<file path="config.mk">
export PLATFORM = sky130hd
export DESIGN_NAME = kmap_sweep_ctrl
export DESIGN_NICKNAME = d
export VERILOG_FILES = /design/src/rtl/kmap_sweep_ctrl.sv
export SDC_FILE = /design/constraint.sdc
export NUM_CORES = 1
export LEC_CHECK = 0
export BUFFER_PORTS_ARGS = -buffer_cell sky130_fd_sc_hd__buf_4
export CORE_MARGIN = 2
export CORE_UTILIZATION = 50
export CTS_CLUSTER_DIAMETER = 60
export DETAILED_ROUTE_END_ITERATION = 6
export GPL_ROUTABILITY_DRIVEN = 0
export PLACE_DENSITY = 0.77
export RECOVER_POWER = 50
export SLEW_MARGIN = 15
export SYNTH_ARGS = -nofsm -noshare
export SYNTH_HDL_FRONTEND = slang
export SYNTH_SLANG_ARGS = --single-unit
</file>
<file path="constraint.sdc">
create_clock -name clk -period 3.4 [get_ports clk]
set_input_delay 0.68 -clock clk [delete_from_list [all_inputs] [get_ports clk]]
set_output_delay 0.68 -clock clk [all_outputs]
set_load 0.01 [all_outputs]
</file>
<file path="src/rtl/kmap_sweep_ctrl.sv">
`default_nettype none
// ============================================================================
//  Module   : kmap_sweep_ctrl
//  Purpose  : Sweeps all 16 input vectors of a 4-input logic block, waits a
//             configurable settle time per vector, then captures two
//             responses (SOP and POS realisations) into 16-bit truth tables
//             and tracks where and how often they disagree.
//  Revision : 1.0  initial release
// ----------------------------------------------------------------------------
//  Parameters
//    SETTLE_CYCLES  wait cycles per vector before sampling (0..15)
//  Ports
//    clk            sole clock, rising edge
//    rst            synchronous active-high reset
//    start          begin a sweep (only looked at in IDLE)
//    abort          terminate a sweep in progress
//    a, b, c, d     vector to the logic under test, a is the MSB
//    out_sop        SOP response of the logic under test
//    out_pos        POS response of the logic under test
//    busy           high while settling or sampling
//    done           one-cycle pulse when a sweep completes
//    truth_sop      captured SOP truth table, bit i <-> {a,b,c,d} = i
//    truth_pos      captured POS truth table, bit i <-> {a,b,c,d} = i
//    mismatch       sticky: SOP and POS disagreed at some sampled vector
//    mismatch_idx   first vector at which they disagreed
//    mismatch_cnt   number of disagreeing vectors (0..16)
// ============================================================================
module kmap_sweep_ctrl #(
    parameter int SETTLE_CYCLES = 1
) (
    input  logic        clk,
    input  logic        rst,
    input  logic        start,
    input  logic        abort,
    output logic        a,
    output logic        b,
    output logic        c,
    output logic        d,
    input  logic        out_sop,
    input  logic        out_pos,
    output logic        busy,
    output logic        done,
    output logic [15:0] truth_sop,
    output logic [15:0] truth_pos,
    output logic        mismatch,
    output logic [3:0]  mismatch_idx,
    output logic [4:0]  mismatch_cnt
);

    localparam logic [1:0] c_ST_IDLE   = 2'd0;
    localparam logic [1:0] c_ST_SETTLE = 2'd1;
    localparam logic [1:0] c_ST_SAMPLE = 2'd2;
    localparam logic [1:0] c_ST_DONE   = 2'd3;

    // With no settle time every vector goes straight to SAMPLE.
    localparam logic [1:0] c_ST_FIRST  = (SETTLE_CYCLES > 0) ? c_ST_SETTLE : c_ST_SAMPLE;

    // Wait-counter value seen on the last SETTLE cycle of a vector.
    localparam int         c_SETTLE_LAST_I = (SETTLE_CYCLES > 0) ? SETTLE_CYCLES - 1 : 0;
    localparam logic [3:0] c_SETTLE_LAST   = c_SETTLE_LAST_I[3:0];

    logic [1:0]  r_state;
    logic [3:0]  r_idx;
    logic [3:0]  r_wcnt;
    logic [15:0] r_truth_sop;
    logic [15:0] r_truth_pos;
    logic        r_mismatch;
    logic [3:0]  r_mismatch_idx;
    logic [4:0]  r_mismatch_cnt;

    logic [1:0]  w_state_nxt;
    logic [3:0]  w_idx_nxt;
    logic [3:0]  w_wcnt_nxt;
    logic [15:0] w_truth_sop_nxt;
    logic [15:0] w_truth_pos_nxt;
    logic        w_mismatch_nxt;
    logic [3:0]  w_mismatch_idx_nxt;
    logic [4:0]  w_mismatch_cnt_nxt;
    logic        w_busy;

    // ------------------------------------------------------------------
    // State and datapath registers
    // ------------------------------------------------------------------
    always_ff @(posedge clk) begin
        if (rst) begin
            r_state        <= c_ST_IDLE;
            r_idx          <= 4'd0;
            r_wcnt         <= 4'd0;
            r_truth_sop    <= 16'h0000;
            r_truth_pos    <= 16'h0000;
            r_mismatch     <= 1'b0;
            r_mismatch_idx <= 4'd0;
            r_mismatch_cnt <= 5'd0;
        end else begin
            r_state        <= w_state_nxt;
            r_idx          <= w_idx_nxt;
            r_wcnt         <= w_wcnt_nxt;
            r_truth_sop    <= w_truth_sop_nxt;
            r_truth_pos    <= w_truth_pos_nxt;
            r_mismatch     <= w_mismatch_nxt;
            r_mismatch_idx <= w_mismatch_idx_nxt;
            r_mismatch_cnt <= w_mismatch_cnt_nxt;
        end
    end

    // ------------------------------------------------------------------
    // Next-state and result update
    // ------------------------------------------------------------------
    always_comb begin
        w_state_nxt        = r_state;
        w_idx_nxt          = r_idx;
        w_wcnt_nxt         = r_wcnt;
        w_truth_sop_nxt    = r_truth_sop;
        w_truth_pos_nxt    = r_truth_pos;
        w_mismatch_nxt     = r_mismatch;
        w_mismatch_idx_nxt = r_mismatch_idx;
        w_mismatch_cnt_nxt = r_mismatch_cnt;

        case (r_state)
            c_ST_IDLE: begin
                // abort beats start: nothing is launched when both are high
                if (start && !abort) begin
                    w_truth_sop_nxt    = 16'h0000;
                    w_truth_pos_nxt    = 16'h0000;
                    w_mismatch_nxt     = 1'b0;
                    w_mismatch_idx_nxt = 4'd0;
                    w_mismatch_cnt_nxt = 5'd0;
                    w_idx_nxt          = 4'd0;
                    w_wcnt_nxt         = 4'd0;
                    w_state_nxt        = c_ST_FIRST;
                end
            end

            c_ST_SETTLE: begin
                if (abort) begin
                    w_state_nxt = c_ST_IDLE;
                end else begin
                    w_wcnt_nxt = r_wcnt + 4'd1;
                    if (r_wcnt == c_SETTLE_LAST) begin
                        w_state_nxt = c_ST_SAMPLE;
                    end
                end
            end

            c_ST_SAMPLE: begin
                // An abort in this cycle drops the sample; earlier bits stay.
                if (abort) begin
                    w_state_nxt = c_ST_IDLE;
                end else begin
                    w_truth_sop_nxt[r_idx] = out_sop;
                    w_truth_pos_nxt[r_idx] = out_pos;
                    if (out_sop != out_pos) begin
                        w_mismatch_cnt_nxt = r_mismatch_cnt + 5'd1;
                        if (!r_mismatch) begin
                            w_mismatch_nxt     = 1'b1;
                            w_mismatch_idx_nxt = r_idx;
                        end
                    end
                    if (r_idx == 4'd15) begin
                        // last vector: finish rather than wrap idx to 0
                        w_state_nxt = c_ST_DONE;
                    end else begin
                        w_idx_nxt   = r_idx + 4'd1;
                        w_wcnt_nxt  = 4'd0;
                        w_state_nxt = c_ST_FIRST;
                    end
                end
            end

            c_ST_DONE: begin
                // start and abort are both ignored here
                w_state_nxt = c_ST_IDLE;
            end

            default: begin
                w_state_nxt = c_ST_IDLE;
            end
        endcase
    end

    // ------------------------------------------------------------------
    // Outputs
    // ------------------------------------------------------------------
    assign w_busy       = (r_state == c_ST_SETTLE) || (r_state == c_ST_SAMPLE);
    assign busy         = w_busy;
    assign done         = (r_state == c_ST_DONE);
    assign {a, b, c, d} = w_busy ? r_idx : 4'b0000;
    assign truth_sop    = r_truth_sop;
    assign truth_pos    = r_truth_pos;
    assign mismatch     = r_mismatch;
    assign mismatch_idx = r_mismatch_idx;
    assign mismatch_cnt = r_mismatch_cnt;

endmodule
`default_nettype wire

</file>
# ---- Yosys cells after proc, flatten, opt, wreduce, memory -nomap -nowiden
# Index checks and enable logic that the tools add are counted.
# Widths: inputs -> output; s select.
dict set report word_totals {
  reg_bits 52
  latchBits 0
  ram_bits 0
  rom_bits 0
  out_inout_bits 48
  wordCells 75
  memories 0
}
dict set report classes {
  n_addsub 3
  mul 0
  n_div 0
  magnitude_cmp 2
  eq_ne 12
  shift 0
  n_mux 36
  n_bitwise 0
  n_reduce_logical 14
}
# op n
set ops {}
lappend ops {{$pmux 16 s2} 2}
lappend ops {{$mux 16} 3}
lappend ops {{$mux 4} 10}
lappend ops {{$bwmux 16} 2}
lappend ops {{$pmux 4 s2} 2}
lappend ops {{$mux 5} 3}
lappend ops {{$ne 2x2->1 const B} 6}
lappend ops {{$pmux 4 s3} 1}
lappend ops {{$mux 2} 5}
lappend ops {{$pmux 5 s2} 1}
lappend ops {{$reduce_and 5->1} 2}
lappend ops {{$add 4x1->4 const B} 2}
lappend ops {{$pmux 2 s4} 1}
lappend ops {{$reduce_and 4->1} 2}
lappend ops {{$add 5x1->5 const B} 1}
lappend ops {{$lt 4x5->1 const B} 1}
lappend ops {{$demux 1 s4} 1}
lappend ops {{$eq 2x2->1 const B} 2}
lappend ops {{$eq 4x4->1 const B} 1}
lappend ops {{$ge 4x1->1 const B} 1}
lappend ops {{$logic_not 4->1} 1}
lappend ops {{$mux 1} 4}
lappend ops {{$ne 3x3->1 const B} 1}
lappend ops {{$reduce_and 3->1} 1}
lappend ops {{10 further kinds} 11}

# ---- Logic depth before layout (Yosys ltp)
# Gate-level depths: netlist of run 1.
dict set report depth {
  depth_word 7
  mapped_depth 8
  depth_no_buf 6
}

# ---- Worst setup path before layout of run 1
# Ideal clock, no wire load.
dict set report synth_timing {
  path_kind {register -> register}
  from {register r_state[0]}
  to {register r_idx[3]}
  setup_time_ns 0.074
  t_arrival_ns 1.780
  setup_slack_ns 1.546
  path_stages_with_launch 8
  path_buffers 1
  synth_period_minus_slack_ns 1.854
  cell_sequence {dfxtp_1 inv_1 ha_1 buf_2 a21oi_1 o21ai_1 or4_1 a31oi_1}
}
dict set report synth_via {
  elab_chain_cells 3
  word_cells_on_any_way 8
}
# item line_no
set synth_lines {}
lappend synth_lines {{from (decl)} 62} ;# logic [1:0] r_state;
lappend synth_lines {{from (signal assigned)} 86} ;# r_state <= c_ST_IDLE;
lappend synth_lines {{from (signal assigned)} 95} ;# r_state <= w_state_nxt;
lappend synth_lines {{$eq 2x2->1 or $logic_not 2->1 (tied branches)} 119} ;# case (r_state)
lappend synth_lines {{$ne 2x2->1 (no source line) or $reduce_bool 2->1 (tied branches)} n/a}
lappend synth_lines {{$reduce_and 4->1 (no source line)} n/a}
lappend synth_lines {{to (signal assigned)} 96} ;# r_idx <= w_idx_nxt;
lappend synth_lines {{to (decl)} 63} ;# logic [3:0] r_idx;
# Parallel ways exist; a longest one is shown, timed or not.
# A chain may end at the register's enable or synchronous reset.

# ---- Final worst setup path of run 1
dict set report layout_timing {
  from {register r_state[0]}
  to {register r_mismatch_cnt[4] (netlist: mismatch_cnt[4])}
}
dict set report layout_via {
  elab_chain_cells 3
  word_cells_on_any_way 8
}
# item line_no
set layout_lines {}
lappend layout_lines {{$eq 2x2->1 or $logic_not 2->1 (tied branches)} 119}
lappend layout_lines {{$ne 2x2->1 (no source line) or $reduce_bool 2->1 (tied branches)} n/a}
lappend layout_lines {{$reduce_and 4->1 (no source line)} n/a}
lappend layout_lines {{to (signal assigned)} 102} ;# r_mismatch_cnt <= w_mismatch_cnt_nxt;
lappend layout_lines {{to (decl)} 69} ;# logic [4:0] r_mismatch_cnt;
# Parallel ways exist; a longest one is shown, timed or not.

==> summary.md, run 1 <==
| Metric | Value |
|---|---|
| Reg2reg setup slack | `0.86 ns` |
| Initial DRC Count | `198` |
| Final worst setup slack | `0.864 ns` |
| Utilization after layout | `58.7%` |
| First-pass GRT wire length | `10300 µm` |
| Final Max Slew Viols | `0` |
| Period utilisation layout | `74.6%` |
| Crit path kind | `register to register` |
| Max Clk Rate | `394 MHz` |
| Critical Path Start | `r_state[0]` |
| Worst reg2reg path endpoint | `mismatch_cnt[4]` |
| Post-Syn Nets | `347` |
| Post-CTS Setup Inserts | `0` |
| Family with the most delay on the worst path | `adder cells` |
| CP endpoint kind | `register` |
| RSZ-0062 raised after global routing | `false` |
| Leakage | `0.970 nW` |
| Clock Skews | `0.00595 ns` |
| Finished Cell Area | `3030 µm²` |
| Sequential area share after synthesis | `38.6%` |
| Hold_sp | `truth_sop[0]` |
| Status | `complete, no violations` |
| Synthesis warning total | `0` |
| Syn Inst Count | `329` |
| Setup TNS | `0 ns` |
| Layout area overhead | `12.4%` |
| Vias | `2458` |
| Die X-Extent | `77.5 µm` |
| Number of vias per cell | `5.64` |
| Worst EP arrival | `2.72 ns` |
| Starting Density | `52.2%` |
| Synth Flop Type | `dfxtp_1` |
| Distinct cell type count after synthesis | `37` |
| Die area | `6000 µm²` |
| I/O pin cnt | `54` |
| Hold_buf cts | `0` |
| Slowest CP cell | `ha_1` |
| Die Ht | `77.5 µm` |
| Syn avg cell area | `8.21 µm²` |
| Worst path depth | `6` |
| R2r startpoint | `r_state[0]` |
| GRT Overall Usage | `21.3%` |
| Sequential power share | `51.6%` |
| Slew HR | `35.1%` |
| Switching power | `0.316 mW` |
| TritonCTS clock tree | `built` |
| Mapped Area | `2700 µm²` |
| Row count | `26` |
| Remaining antenna violation count | `0` |
| Drc violations | `0` |
| Crit-path max FO | `26` |
| Crit-path cells | `inv_1, ha_1, nor2_1, a2111oi_4, mux2i_1, a21oi_1` |
| Core ar. | `5170 µm²` |
| Vias in the first global route | `2258` |
| Commonest cells post-synth | `dfxtp_1, inv_1, nor2_1, a21oi_1, o22a_1` |
| Later-pin clock latency in the skew report | `0.31 ns` |
| Worst hold path cell count | `2` |
| Buf+Inv Stages, Crit Path | `1` |
| CTS sink count | `52` |
| Hold Vio Cnt, Final | `0` |
| Power Internal | `0.881 mW` |
| Pwr dens | `395 nW/µm²` |
| Max-Cap Viols | `0` |
| Worst r2r path cells | `6` |
| Pin count of the biggest net entering global routing | `55` |
| Min-delay worst type | `register to register` |
| PostCTS Resize Cnt | `0` |
| FF+latch count, synth | `52` |
| Largest area contributor in the netlist | `dfxtp_1` |
| Grt total ovfl | `0` |
| EDFF count, synth | `0` |
| Layout cell share with drive strength beyond 1 | `5.74%` |
| Placed cell area | `3090 µm²` |
| IO Port Bufs | `53` |
| Gate power share | `12.7%` |
| WL per Instance | `14.5 µm` |
| HPWL after DPL | `4330 µm` |
| Hold EP | `truth_sop[0]` |
| Nets@finish | `383` |
| ANT cells | `0` |
| Switch share | `26.4%` |
| Initial antenna violation count | `0` |
| Area contributors post-synth | `dfxtp_1, o22a_1, ha_1, inv_1, a21oi_1` |
| H-tree depth | `2` |
| Router iterations before antenna repair | `4` |
| Yosys top cell area share | `38.6%` |
| Clock Root Buffer | `clkbuf_8` |
| Asr flop ratio synth | `0%` |
| Place WS | `0.909 ns` |
| Worst Max-Slew Pin Slew | `0.973 ns` |
| Max Buffers Root-to-Sink | `2` |
| Critical path's largest stage delay | `0.81 ns` |
| CTS buffer count | `5` |
| CP Launch Type | `register` |
| Most common cell in the netlist | `dfxtp_1` |
| Fillers | `534` |
| Clock network fraction of total power | `35.8%` |
| Setup violations, final | `0` |
| Clk pin slew, worst setup/hold paths | `0.09 ns` |
| Final wirelength | `6310 µm` |
| Final min period | `2.54 ns` |
| Largest vdd supply drop | `183 µV` |
| CP Data Required Time | `3.58 ns` |
==> kinds of logic (layout without fill, tap and decap cells) <==
family                   after synthesis  in the layout  share of synthesized area, %
AND/OR/NAND/NOR                      101            101                          20.1
AO/OA/AOI/OAI                        100            100                          25.5
buffers and inverters                 59             96                          8.48
flip-flops                            52             52                          38.6
adder cells (fa/ha/maj)               12             12                          5.56
multiplexers                           4              4                          1.48
XOR/XNOR                               1              1                         0.324
==> cell type report <==
type	count	area, µm²	area share (%)
clock inverter	3	42.5	1.40
inverter	34	128	4.21
sequential	52	1040	34.3
clock buffer	5	68.8	2.27
multi-input combinational	218	1430	47.1
timing repair buffer	54	236	7.79
tap	70	87.6	2.89
==> worst register-to-register path, cell delays in order, from the launching register on <==
cell       delay (ns)
dfxtp_1          0.35
inv_1            0.11
ha_1             0.81
nor2_1           0.19
a2111oi_4        0.61
mux2i_1          0.25
a21oi_1          0.08
==> placed cells by master, fill, tap and decap left out, types with 21 or more instances in the layout <==
master	n
nand3_1	22
dfxtp_1	52
clkbuf_1	45
inv_1	34
nor2_1	32
a21oi_1	25
o21ai_0	21
o22a_1	24
==> routing by layer <==
metal | part of all wire, % | GRT usage (%)
met1 | 46 | 27.1
met2 | 46 | 35.7
met3 | 7.1 | 5.58
met4 | 0.98 | 6.25
met5 | 0 | 0
==> power by group through the flow <==
stage	Sequential, mW	Clock [mW]	Combinational [mW]
global route	0.619	0.461	0.166
CTS	0.617	0.437	0.152
detailed placement	0.631	0	0.151
floorplan	0.631	0	0.114
finish	0.617	0.428	0.151
global placement	0.631	0	0.147
==> metrics by stage <==
stage          power [mW]  cells  hold WS, ns
2_1_floorplan       0.745    329        0.453
3_3_place_gp        0.778    428        0.462
3_5_place_dp        0.782    428        0.467
4_1_cts              1.21    436        0.480
5_1_grt              1.25    436        0.504
6_report             1.20    436        0.479
==> registers in the layout (all words and copies together) (netlist names) <==
signal and flops:
mismatch 1, mismatch_cnt 5, mismatch_idx 4, r_idx 4
r_state 2, r_wcnt 4, truth_pos 16, truth_sop 16
==> worst max path at each step <==
stage	to	slack, ns
after global placement	mismatch_cnt[3]	1.0
after detailed placement	mismatch_cnt[4]	0.91
after global routing	mismatch_cnt[4]	0.68
after CTS	mismatch_cnt[4]	0.88
final	mismatch_cnt[4]	0.86
after floorplan	r_idx[3]	1.55
No activity file was read; power rests on OpenSTA's default activity.
==> inputs of run 2 (changes only) <==
clock period = 2.4 ns   (was 3.4 ns; I/O delays follow)
==> summary.md, run 2 (synthesis results as in run 1) <==
| Metric | Value |
|---|---|
| Status | `complete, no violations` |
| Die Ht | `77.5 µm` |
| Clock Skews | `0.0153 ns` |
| Fin cells | `441` |
| Pin count of the biggest net entering global routing | `55` |
| Number of vias per cell | `5.57` |
| GRT Overall Usage | `21.4%` |
| CTS buffer count | `5` |
| HPWL after DPL | `4390 µm` |
| WL per Instance | `14.1 µm` |
| Crit-path max FO | `9` |
| Clock network fraction of total power | `32.5%` |
| Max Clk Rate | `473 MHz` |
| CTS sink count | `52` |
| Hold Vio Cnt, Final | `0` |
| Layout cell share with drive strength beyond 1 | `7.55%` |
| Max-Cap Viols | `0` |
| Starting Density | `52.2%` |
| Clock Root Buffer | `clkbuf_8` |
| Post-CTS Setup Inserts | `0` |
| PostCTS Resize Cnt | `0` |
| Clk pin slew, worst setup/hold paths | `0.11 ns` |
| Crit path kind | `register to register` |
| Row count | `26` |
| Gate power share | `13.5%` |
| Power Internal | `1.18 mW` |
| Die X-Extent | `77.5 µm` |
| RSZ-0062 raised after global routing | `false` |
| Vias | `2458` |
| Slew HR | `51.0%` |
| Final min period | `2.11 ns` |
| Hold WS | `0.488 ns` |
| Min-delay worst type | `register to register` |
| Nets@finish | `388` |
| Router iterations before antenna repair | `4` |
| I/O pin cnt | `54` |
| Die area | `6000 µm²` |
| Max Buffers Root-to-Sink | `2` |
| Setup violations, final | `0` |
| Footprint of the multi-input gates | `1430 µm²` |
| Initial antenna violation count | `0` |
| Vias in the first global route | `2302` |
| Remaining antenna violation count | `0` |
| Initial DRC Count | `136` |
| TritonCTS clock tree | `built` |
| H-tree depth | `2` |
| Most common cell after layout, fill and taps aside | `dfxtp_1` |
| Worst EP arrival | `2.36 ns` |
| Period utilisation layout | `88.1%` |
| CP Launch Type | `register` |
| Most frequent cells in the layout | `dfxtp_1, clkbuf_1, inv_1` |
| Switch share | `27.3%` |
| Hold_buf cts | `0` |
| IO Port Bufs | `53` |
| Dpl cells | `433` |
| Fillers | `511` |
| Worst Max-Slew Pin Slew | `0.720 ns` |
| Later-pin clock latency in the skew report | `0.31 ns` |
| CP Data Required Time | `2.64 ns` |
| ANT cells | `0` |
| Sequential power share | `54.0%` |
| CP endpoint kind | `register` |
| FF/Latch Area | `1040 µm²` |
| Setup TNS | `0 ns` |
| Switching power | `0.441 mW` |
| Final wirelength | `6240 µm` |
| Layout area overhead | `13.5%` |
| Leakage | `0.987 nW` |
| Grt total ovfl | `0` |
| First-pass GRT wire length | `10800 µm` |
| Core ar. | `5170 µm²` |
| Drc violations | `0` |
| Final Max Slew Viols | `0` |
| Largest vdd supply drop | `347 µV` |
| Pwr dens | `528 nW/µm²` |
## run 2: cell count changes in the layout (fill, tap and decap cells not counted), sizes merged
cell      before  now
buf            9   15
bufinv         1    0
clkinv         1    0
clkinvlp       1    2
## run 2: final cells by class
class | count | area share (%)
repair buffers | 59 | 9.06
inverters | 34 | 4.16
well taps | 70 | 2.86
flip-flops and latches | 52 | 34.0
clock inverters | 2 | 0.490
clock buffers | 6 | 2.69
multi-input cells | 218 | 46.8
## run 2: stage by stage
step	util (%)	power (mW)	worst slack, ns	instance area [µm²]
final	59.3	1.62	0.287	3070
after global routing	59.3	1.69	0.126	3070
after CTS	62.4	1.63	0.0858	3230
after detailed placement	60.5	1.11	0.0955	3130
after global placement	60.5	1.11	0.284	3130
after floorplan	-	1.06	0.546	2700
## run 2: path summary, 6_finish.rpt
kind | start | endpoint | slack (ns) | cells past startpoint
setup / recovery | r_state[0] | r_idx[3] | 0.29 | 7
setup reg to reg | r_state[0] | r_idx[3] | 0.29 | 7
hold reg to reg | truth_sop[0] | truth_sop[0] | 0.49 | 2
hold / removal | truth_sop[0] | truth_sop[0] | 0.49 | 2
## run 2: routing by layer
| layer | global-route usage (%) | wire length (µm) | vias to the layer above | part of all wire (%) |
|---|---|---|---|---|
| li1 | - | - | 1247 | - |
| met1 | 30.6 | 2980 | 1145 | 48 |
| met2 | 33.1 | 2880 | 64 | 46 |
| met3 | 4.07 | 349 | 2 | 5.6 |
| met4 | 5.89 | 29 | 0 | 0.46 |
| met5 | 0 | 0 | - | 0 |
## run 2: power groups by stage
stage	logic (mW)	registers (mW)	clock network, mW
after floorplan	0.162	0.893	0
after global placement	0.214	0.894	0
after detailed placement	0.217	0.894	0
after CTS	0.218	0.874	0.535
after global routing	0.244	0.875	0.570
final	0.219	0.874	0.525
## run 2: critical path, stage by stage, from the launching register on
cell     delay (ns)
dfxtp_1        0.39
inv_1          0.10
ha_1           0.24
buf_4          0.17
a21oi_1        0.24
o21ai_1        0.24
or4_1          0.52
a31oi_1        0.16
==> inputs of run 3 (changes only) <==
ABC_AREA = 1   (was default)
PLACE_DENSITY = 0.76   (was 0.77)
==> summary.md, run 3 <==
| Metric | Value |
|---|---|
| IO Port Bufs | `53` |
| CTS buffer count | `5` |
| Initial antenna violation count | `0` |
| Max Clk Rate | `493 MHz` |
| Remaining antenna violation count | `0` |
| Total power | `2.03 mW` |
| CTS sink count | `52` |
| Final Max Slew Viols | `0` |
| Die area | `6300 µm²` |
| Clock Skews | `0.00740 ns` |
| ANT cells | `0` |
| Nets@finish | `469` |
| Number of vias per cell | `5.25` |
| Asr flop ratio synth | `0%` |
| Vias in the first global route | `2439` |
| Distinct cell type count after synthesis | `25` |
| Crit-path max FO | `36` |
| Period utilisation layout | `84.4%` |
| Vias | `2752` |
| Max Buffers Root-to-Sink | `2` |
| Drc violations | `0` |
| Reg2reg setup slack | `0.37 ns` |
| TritonCTS clock tree | `built` |
| Min-delay worst type | `primary input to register` |
| Clock Root Buffer | `clkbuf_8` |
| Clk pin slew, worst setup/hold paths | `0.09 ns` |
| Later-pin clock latency in the skew report | `0.31 ns` |
| Largest vdd supply drop | `286 µV` |
| Crit path kind | `register to register` |
| Placed cell area | `3240 µm²` |
| Syn Inst Count | `409` |
| CP Data Required Time | `2.58 ns` |
| Max-Cap Viols | `0` |
| Buf+Inv Stages, Crit Path | `2` |
| Grt total ovfl | `0` |
| Router iterations before antenna repair | `4` |
| Row count | `27` |
| Most used cell, CP | `nand2_1` |
| Setup TNS | `0 ns` |
| Place WS | `0.444 ns` |
| Initial DRC Count | `224` |
| Most frequent cells in the layout | `nand2_1, dfxtp_1, nor2_1` |
| FF+latch count, synth | `52` |
| WL per Instance | `12.7 µm` |
| Core ar. | `5510 µm²` |
| Starting Density | `51.6%` |
| First-pass GRT wire length | `11400 µm` |
| Area contributors post-synth | `dfxtp_1, nand2_1, nand4_1, nor2_1, a21oi_1` |
| PostCTS Resize Cnt | `0` |
| EDFF count, synth | `0` |
| Fin cells | `524` |
| CP endpoint kind | `register` |
| Crit-path cells | `inv_1, ha_1, nand2_2, nand2_4, inv_4, nand2_1, nand2_1, a21oi_1` |
| Synth Flop Type | `dfxtp_1` |
| H-tree depth | `2` |
| Most common cell after layout, fill and taps aside | `nand2_1` |
| Worst Max-Slew Pin Slew | `0.678 ns` |
| Worst EP arrival | `2.20 ns` |
| Final min period | `2.03 ns` |
| Dpl cells | `516` |
| Layout area overhead | `11.2%` |
| Hold_buf cts | `0` |
| Syn avg cell area | `6.94 µm²` |
| Sequential area share after synthesis | `36.7%` |
| HPWL after DPL | `4720 µm` |
| Most common cell in the netlist | `nand2_1` |
| Status | `complete, no violations` |
| CP Launch Type | `register` |
| Yosys top cell area share | `36.7%` |
| Pwr dens | `643 nW/µm²` |
| Leakage | `1.21 nW` |
| Family with the most delay on the worst path | `simple AND/OR/NAND/NOR gates` |
| Commonest cells post-synth | `nand2_1, dfxtp_1, nor2_1, nand4_1, a21oi_1` |
| Pin count of the biggest net entering global routing | `43` |
| Post-Syn Nets | `427` |
| Slew HR | `54.7%` |
| Finished Cell Area | `3160 µm²` |
| Final worst setup slack | `0.374 ns` |
| Die Ht | `79.4 µm` |
| Setup violations, final | `0` |
| Die X-Extent | `79.4 µm` |
| Mapped Area | `2840 µm²` |
| Slowest CP cell | `nand2_2` |
| Hold WS | `0.460 ns` |
| Critical path's largest stage delay | `0.54 ns` |
| Synthesis warning total | `0` |
| Utilization after layout | `57.3%` |
| RSZ-0062 raised after global routing | `false` |
| GRT Overall Usage | `22.5%` |
| Layout cell share with drive strength beyond 1 | `12.6%` |
| Post-CTS Setup Inserts | `0` |
| Final wirelength | `6650 µm` |
| Largest area contributor in the netlist | `dfxtp_1` |
| Hold Vio Cnt, Final | `0` |
| I/O pin cnt | `54` |
run 3: power by group:
group,internal [mW],total [mW],leakage (nW),switching [mW]
combinational,0.163,0.583,0.746,0.421
sequential,0.904,0.951,0.421,0.0465
clock,0.204,0.497,0.0479,0.293
total,1.27,2.03,1.21,0.760
run 3: final timing paths:
path                                 endpoint         start  cells after the start
worst max-delay path            truth_pos[15]    r_state[1]                      8
worst min-delay path               r_state[0]         abort                      4
worst max register to register  truth_pos[15]    r_state[1]                      8
worst min register to register   truth_sop[4]  truth_sop[4]                      2
run 3: area by class of cell:
class | count | area [µm²]
fill | 569 | 2350
multi-input combinational | 302 | 1550
sequential | 52 | 1040
timing repair buffer | 56 | 255
inverter | 34 | 133
tap | 72 | 90.1
clock buffer | 5 | 68.8
clock inverter | 3 | 18.8
run 3: tightest hold or removal path: stages:
cell	delay, ns
buf_4	0.10
inv_2	0.04
nand2_1	0.05
a21oi_1	0.05
run 3: routing by layer:
metal  vias up  track usage, %  wire [µm]
met5         -               0          0
li1       1427               -          -
met1      1258            31.3       3160
met2        63            36.4       3120
met3         4            4.32        324
met4         0            4.83         44
run 3: cells by family after synthesis:
group                      synth area share [%]
adders and majority gates                  5.29
and+or+nand+nor                            35.0
DFF                                        36.7
xor gates and xnor gates                  0.309
buffers and inverters                      8.46
AOI/OAI and AO/OA                          14.3
